$ cat src/rtl/nearest_block_reducer.sv
// Reduces each pixel's group of per-block intersection beats to the nearest visible block.
// One registered result per pixel; a stray index-0 beat mid-group restarts the group.
module nearest_block_reducer #(
    parameter int unsigned NUM_BLOCKS = 13
) (
    input  logic        clk_in,
    input  logic        rst_in,
    input  logic [10:0] x_in,
    input  logic [9:0]  y_in,
    input  logic [31:0] ray_x_in,
    input  logic [31:0] ray_y_in,
    input  logic [31:0] ray_z_in,
    input  logic [3:0]  block_index_in,
    input  logic        intersect_in,
    input  logic [31:0] t_in,
    input  logic        valid_in,
    output logic [10:0] x_out,
    output logic [9:0]  y_out,
    output logic [31:0] ray_x_out,
    output logic [31:0] ray_y_out,
    output logic [31:0] ray_z_out,
    output logic        hit_out,
    output logic [3:0]  block_index_out,
    output logic [31:0] t_out,
    output logic        valid_out,
    output logic        sync_err_out
);

    localparam logic [3:0]  LastCnt = 4'(NUM_BLOCKS - 1);
    localparam logic [31:0] PosInf  = 32'h7F80_0000;

    logic [3:0]  cnt_q;
    logic [10:0] x_q;
    logic [9:0]  y_q;
    logic [31:0] ray_x_q, ray_y_q, ray_z_q;
    logic        acc_hit_q;
    logic [3:0]  acc_idx_q;
    logic [31:0] acc_t_q;

    logic        resync, start, last;
    logic [3:0]  cnt_eff;
    logic        base_hit;
    logic [3:0]  base_idx;
    logic [31:0] base_t;
    logic        t_is_nan, candidate, take;
    logic        acc_hit_d;
    logic [3:0]  acc_idx_d;
    logic [31:0] acc_t_d;
    logic [10:0] cur_x;
    logic [9:0]  cur_y;
    logic [31:0] cur_ray_x, cur_ray_y, cur_ray_z;

    always_comb begin
        resync   = valid_in && (block_index_in == 4'd0) && (cnt_q != 4'd0);
        start    = (cnt_q == 4'd0) || resync;
        cnt_eff  = start ? 4'd0 : cnt_q;
        last     = (cnt_eff == LastCnt);

        // Group start seeds the accumulator instead of using stale state.
        base_hit = start ? 1'b0 : acc_hit_q;
        base_idx = start ? 4'd0 : acc_idx_q;
        base_t   = start ? PosInf : acc_t_q;

        t_is_nan  = (&t_in[30:23]) && (|t_in[22:0]);
        candidate = intersect_in && !t_in[31] && !t_is_nan;
        // Non-negative IEEE singles order the same as their magnitude bits.
        take      = candidate && (t_in[30:0] < base_t[30:0]);

        acc_hit_d = take ? 1'b1 : base_hit;
        acc_idx_d = take ? block_index_in : base_idx;
        acc_t_d   = take ? t_in : base_t;

        cur_x     = start ? x_in : x_q;
        cur_y     = start ? y_in : y_q;
        cur_ray_x = start ? ray_x_in : ray_x_q;
        cur_ray_y = start ? ray_y_in : ray_y_q;
        cur_ray_z = start ? ray_z_in : ray_z_q;
    end

    always_ff @(posedge clk_in) begin
        if (rst_in) begin
            cnt_q           <= 4'd0;
            x_q             <= '0;
            y_q             <= '0;
            ray_x_q         <= '0;
            ray_y_q         <= '0;
            ray_z_q         <= '0;
            acc_hit_q       <= 1'b0;
            acc_idx_q       <= 4'd0;
            acc_t_q         <= PosInf;
            x_out           <= '0;
            y_out           <= '0;
            ray_x_out       <= '0;
            ray_y_out       <= '0;
            ray_z_out       <= '0;
            hit_out         <= 1'b0;
            block_index_out <= 4'd0;
            t_out           <= PosInf;
            valid_out       <= 1'b0;
            sync_err_out    <= 1'b0;
        end else begin
            valid_out    <= 1'b0;
            sync_err_out <= resync;
            if (valid_in) begin
                x_q       <= cur_x;
                y_q       <= cur_y;
                ray_x_q   <= cur_ray_x;
                ray_y_q   <= cur_ray_y;
                ray_z_q   <= cur_ray_z;
                acc_hit_q <= acc_hit_d;
                acc_idx_q <= acc_idx_d;
                acc_t_q   <= acc_t_d;
                if (last) begin
                    cnt_q           <= 4'd0;
                    x_out           <= cur_x;
                    y_out           <= cur_y;
                    ray_x_out       <= cur_ray_x;
                    ray_y_out       <= cur_ray_y;
                    ray_z_out       <= cur_ray_z;
                    hit_out         <= acc_hit_d;
                    block_index_out <= acc_idx_d;
                    t_out           <= acc_t_d;
                    valid_out       <= 1'b1;
                end else begin
                    cnt_q <= cnt_eff + 4'd1;
                end
            end
        end
    end

endmodule
$ cat config.mk
export PLATFORM = sky130hd
export DESIGN_NAME = nearest_block_reducer
export DESIGN_NICKNAME = d
export VERILOG_FILES = /design/src/rtl/nearest_block_reducer.sv
export SDC_FILE = /design/constraint.sdc
export NUM_CORES = 1
export LEC_CHECK = 0
export ABC_AREA = 1
export CORE_UTILIZATION = 23
export CTS_CLUSTER_DIAMETER = 200
export DETAILED_ROUTE_END_ITERATION = 8
export PLACE_DENSITY_LB_ADDON = 0.15
export SKIP_CTS_REPAIR_TIMING = 1
export SYNTH_ARGS = -nofsm -noshare
export SYNTH_HDL_FRONTEND = slang
export SYNTH_SLANG_ARGS = --single-unit
export TNS_END_PERCENT = 1
$ cat constraint.sdc
create_clock -name clk_in -period 6.62 [get_ports clk_in]
set_input_delay 1.655 -clock clk_in [delete_from_list [all_inputs] [get_ports clk_in]]
set_output_delay 1.655 -clock clk_in [all_outputs]
set_load 0.005 [all_outputs]
---- Word level (Yosys, flattened, before mapping) ----
Index checks and enable logic that the tools add are counted.
cells by class
  multiplexer cells ....................... 14
  $add $sub $neg .......................... 1
  magnitude comparators ................... 1
  bitwise gates (word level) .............. 1
  reductions and logical operators ........ 16
  equal/unequal tests ..................... 1
operator list
  kind                                         count
  two-way mux 32 bit                           5
  < comparator 31 bit                          1
  OR reduction 23 bit                          1
  two-way mux 4 bit                            4
  two-way mux 11 bit                           1
  two-way mux 10 bit                           1
  zero test 4 bit                              2
  AND reduction 8 bit                          1
  logical AND 1 bit                            6
  adder 4 x 1 -> 4 bit, second input constant  1
  equality test 4 bit, second input constant   1
  nonzero test 4 bit                           1
  two-way mux 1 bit                            3
  zero test 1 bit                              2
  AND reduction 2 bit                          1
  OR reduction 2 bit                           1
  logical OR 1 bit                             1
  inverter 1 bit                               1
storage, ports and cells
  output and inout port bits .............. 156
  bits of input ports ..................... 157
  register bits ........................... 314

---- Longest topological paths before layout ----
  depth in word-level cells ............... 8
  gate-level depth with buffers ........... 24
  mapped depth without buffers ............ 20

---- Worst setup path after synthesis ----
No wires, ideal clock.
  kind .................................... input -> register
  start point ............................. input port valid_in
  end point ............................... register acc_t_q[20]
  stages .................................. 20
  required time ........................... 6.511 ns
  path buffers ............................ 5
  arrival ................................. 3.992 ns
  library setup time ...................... 0.109 ns
  path slack .............................. 2.519 ns
  path through ............................ buf_4 > nand3_2 > nand2_2 > buf_2 > buf_1 > nor2_1 > inv_1 > ha_1 > a21oi_1 > nor2_1 > a211oi_1 > a21oi_1 > nor2_4 > nand2_2 > buf_6 > buf_6 > nand2_1 > nand3_1 > nand2_1 > inv_1
on the way
  longest elaborated chain between the ends .. 7
RTL lines
  element                         line  source
  start: declaration              16    input logic valid_in,
  logical AND 1 bit (2 in a row)  54    resync = valid_in && (block_index_in == 4'd0) && (cnt_q != 4'd0);
  logical OR 1 bit                55    start = (cnt_q == 4'd0) || resync;
  two-way mux 32 bit              62    base_t = start ? PosInf : acc_t_q;
  < comparator 31 bit             67    take = candidate && (t_in[30:0] < base_t[30:0]);
  logical AND 1 bit               67
  two-way mux 32 bit              71    acc_t_d = take ? t_in : base_t;
  end signal: assignment          90    acc_t_q <= PosInf;
  end signal: assignment          112   acc_t_q <= acc_t_d;
  end: declaration                38    logic [31:0] acc_t_q;
Several ways; a longest one is shown, not always the timed one.
A chain may end at the register's enable or synchronous reset.

---- Worst setup path after layout ----
  start point ............................. input port block_index_in[1]
  end point ............................... register t_out[29]
on the way
  longest elaborated chain between the ends .. 8
  elaborated cells between the ends (all ways) .. 11
  those cells by class .................... order compare: 1; eq/ne: 1; mux: 3; reduce/logical: 6
RTL lines
  element                           line  source
  start: declaration                13    input logic [3:0] block_index_in,
  zero test 4 bit *                 54
  logical AND 1 bit * (2 in a row)  54
  logical OR 1 bit *                55
  two-way mux 32 bit                62
  < comparator 31 bit               67
  logical AND 1 bit                 67
  two-way mux 32 bit                71
  end signal: assignment            98    t_out <= PosInf;
  end signal: assignment            122   t_out <= acc_t_d;
  end: declaration                  24    output logic [31:0] t_out,
Every way passes the cells marked *; elsewhere a longest branch is shown, timed or not.

==> impl_metrics.toml <==
[power_and_ir_drop]
cellLeakagePower_nw = 8.13
internal_power_mw = 3.67
power.net_switching_mw = 1.23
clock_power_share_pct = 48.5
ir_worst_vdd_v = 0.000139
p_sw_share_pct = 25.1
comb_power_share_pct = 10.9
power_per_cell_area_nw_per_um2 = 256
sequential_group_share_of_total_power_pct = 40.6

[synth]
syn-num-nets = 2052
simple_gate_portion_of_the_synthesized_area_pct = 21.4
avgSynthCellArea_um2 = 7.51
post_synthesis_share_of_cell_area_spent_on_full_adders_half_adders_and_majority_gates_pct = 2.86
synthXorXnorAreaFrac_pct = 0.0626
ys_seq_elements = 314
synth.mux.area_fraction_pct = 5.08
post_synth_instance_area_um2 = 14000
synth_top_family_by_area = "simple AND/OR/NAND/NOR gates"
synth_compound_gate_area_share_pct = 14.9
yosysSeqAreaShare_pct = 44.9
ys.warnings.count = 0
synth_cell_type_count = 29
synthCells = 1863

[global_route]
grt.overflow.total = 0
grt_pass1_vias = 12400
use_met2_pct = 24.2
grt.met1_usage_pct = 19.0
met3_usage_in_global_routing_pct = 3.25
grt_busiest_layer = "met2"
grt_first_pass_wirelength_um = 71700
largest_net_degree_at_the_start_of_global_routing = 99
number_of_antenna_violations_at_the_first_check_in_global_routing = 0
grt.total_usage_pct = 14.7

[floorplan]
placeableCoreArea_um2 = 60200
row_count = 90
dieHeight_um = 249
start_util_pct = 23.2
dieArea_um2 = 61800
design.portCount = 313
fp.dieW_um = 249

[clocking]
worst_case_clock_buffer_depth = 3
cts-root-buf = "sky130_fd_sc_hd__clkbuf_16"
htree_levels = 2
clock_tree_from_tritoncts = "built"
clock_sink_count = 314
path_clk_slew_ns = 0.05
cts_inserted_buffers = 41
clock_insertion_delay_worst_skew_ns = 0.55

[detailed_routing]
drt-wirelength-per-cell_um = 15.9
routed_via_density = 4.43
first_iteration_detailed_routing_drc_count = 662
via_count = 12900
route.final.wire_length_um = 46400
firstDrtPassIters = 4
route.antenna.remaining_nets = 0
drt_drc_violations_left = 0

[timing]
achievable-frequency_ghz = 0.183
fin_worst_skew_ns = 0.00818
rsz0062_at_grt = "false"
final_hold_viol_count = 0
period_utilization_pct = 82.6
drv_slew = 0
final_period_minus_worst_setup_slack_ns = 5.47
max_slew.worst_pin.slew_ns = 1.07
finalSetupViolations = 0
fin_setup_tns_ns = 0
slew_headroom_pct = 29.0

[critical_path]
crit_path_arrival_time_ns = 5.90
worst-r2r-cell-count = 14
critical_path_class = "in -> reg"
setup.worst_path.end_class = "flop"
critical_path_required_ns = 7.05
worst_path_largest_cell_delay_ns = 0.79
rr_endpoint = "t_out[29]"
cpMostUsedCell = "sky130_fd_sc_hd__nor2_1"
critical_path.slowest_cell = "sky130_fd_sc_hd__nand2_2"
critical_path.startpoint_type = "input port"
startpoint_of_the_worst_register_to_register_path = "cnt_q[2]"
crit_path_cell_trace = "clkdlybuf4s50_1, nor2_1, nand3_2, nand2_8, nor2_1, ha_1, inv_1, nor3_2, nand4_1, nor2_1, nand2_4, nand2_2, nand2_1, nand3_1, nand2_1"
path_max_fanout = 60
setup.reg_to_reg.worst_slack_ns = 2.56

[placement]
place_area_um2 = 17600
finalWeightedCongestion = 0.752
placement.io_buffers = 312
dpl.hpwl_um = 28900

[layout]
drive_above_1_share_pct = 4.55
final.fill_count = 6391
mostFrequentLayoutCell = "sky130_fd_sc_hd__dfxtp_1"
final_cell_mix = "sky130_fd_sc_hd__dfxtp_1 (314), sky130_fd_sc_hd__nand2_1 (310), sky130_fd_sc_hd__clkdlybuf4s50_1 (310)"
multi_input_comb_area_um2 = 6220
num-nets-final = 2288
area_used_by_sequential_logic_in_the_layout_um2 = 6290
areaGrowthSynthToFinish_pct = 36.4
final_std_cell_area_no_fill_um2 = 19100

[hold_path]
hold_class = "reg -> reg"
min_delay_path_depth = 2
worstHoldStart = "ray_x_q[10]"
timing.hold.worst_endpoint = "ray_x_q[10]"

[job]
maxCapViolations = 0

[run_status]
status = "finished, final reports clean"
-- Yosys cell counts --
cell type | number | area share [%]
sky130_fd_sc_hd__a211oi_1 | 48 | 2.6
sky130_fd_sc_hd__a21oi_1 | 90 | 3.2
sky130_fd_sc_hd__a22oi_1 | 1 | 0.054
sky130_fd_sc_hd__buf_1 | 29 | 0.78
sky130_fd_sc_hd__buf_2 | 39 | 1.4
sky130_fd_sc_hd__buf_4 | 7 | 0.38
sky130_fd_sc_hd__buf_6 | 2 | 0.16
sky130_fd_sc_hd__clkbuf_1 | 56 | 1.5
sky130_fd_sc_hd__dfxtp_1 | 314 | 45
sky130_fd_sc_hd__ha_1 | 32 | 2.9
sky130_fd_sc_hd__inv_1 | 238 | 6.4
sky130_fd_sc_hd__inv_2 | 5 | 0.13
sky130_fd_sc_hd__mux2i_1 | 71 | 5.1
sky130_fd_sc_hd__nand2_1 | 310 | 8.3
sky130_fd_sc_hd__nand2_2 | 2 | 0.089
sky130_fd_sc_hd__nand2_4 | 1 | 0.080
sky130_fd_sc_hd__nand3_1 | 171 | 6.1
sky130_fd_sc_hd__nand3_2 | 2 | 0.14
sky130_fd_sc_hd__nand3b_1 | 9 | 0.48
sky130_fd_sc_hd__nand4_1 | 6 | 0.27
sky130_fd_sc_hd__nor2_1 | 202 | 5.4
sky130_fd_sc_hd__nor2_4 | 3 | 0.24
sky130_fd_sc_hd__nor3_1 | 5 | 0.18
sky130_fd_sc_hd__nor3_2 | 1 | 0.072
sky130_fd_sc_hd__nor4_1 | 1 | 0.045
sky130_fd_sc_hd__o211ai_1 | 73 | 3.9
sky130_fd_sc_hd__o21ai_0 | 74 | 2.6
sky130_fd_sc_hd__o21ai_1 | 70 | 2.5
sky130_fd_sc_hd__xor2_1 | 1 | 0.063
-- critical path, delay by kind of cell --
kind	cells	cell delay [ns]
simple gates	12	3.37
buf+inv	2	0.51
fa+ha+maj	1	0.32
-- power groups by stage --
| stage | Sequential, mW | Clock, mW | Combinational [mW] |
|---|---|---|---|
| finish | 1.99 | 2.37 | 0.534 |
| global route | 2.00 | 2.54 | 0.604 |
| CTS | 1.99 | 2.46 | 0.544 |
| detailed placement | 2.03 | 0 | 0.541 |
| global placement | 2.03 | 0 | 0.534 |
| floorplan | 2.02 | 0 | 0.348 |
-- state kept, by name, summed over array words and instances (netlist names), 10 cells and up --
register	flops
ray_z_out	32
ray_y_q	32
y_q	10
t_out	32
ray_x_out	32
x_out	11
ray_x_q	32
ray_y_out	32
y_out	10
ray_z_q	32
acc_t_q	32
x_q	11
-- routing by layer --
layer  up-vias  wire length, um
met1      5988            21800
met4         0             1070
met5         -                0
met3        60             2140
li1       6578                -
met2       276            21300
-- cell families (layout without fill, tap and decap cells) --
kind of cell / after synthesis / after routing
AO/OA/AOI/OAI: 356 / 356
XOR/XNOR: 1 / 1
adder cells (fa/ha/maj): 32 / 32
buffers and inverters: 376 / 644
flip-flops: 314 / 314
multiplexers: 71 / 71
other: 0 / 1
AND/OR/NAND/NOR: 713 / 713
-- how the worst max path moves through the flow --
stage	from	endpoint	slack [ns]	depth (start not counted)
finish	block_index_in[1]	t_out[29]	1.15	15
global route	block_index_in[1]	acc_t_q[4]	0.83	16
CTS	block_index_in[1]	t_out[30]	1.08	15
detailed placement	block_index_in[1]	t_out[29]	0.48	15
global placement	block_index_in[1]	t_out[29]	0.46	15
floorplan	valid_in	acc_t_q[20]	2.52	20
-- metrics by stage --
stage	util (%)	std cells	total power, mW	hold slack, ns	worst slack, ns
CTS	31.7	2913	4.99	0.460	1.08
global placement	29.3	2838	2.56	0.445	0.465
finish	31.7	2914	4.89	0.457	1.15
floorplan	-	1863	2.37	0.435	2.52
detailed placement	29.3	2838	2.57	0.447	0.480
global route	31.7	2913	5.14	0.475	0.828
-- layout make-up --
type,instances,share of cell area (%)
antenna,1,0.0131
clock buffer,63,6.49
clock inverter,12,1.04
inverter,243,4.82
multi-input combinational,1173,32.6
sequential,314,32.9
tap,782,5.13
timing repair buffer,326,17.0
Power figures use the tool's default switching activity.
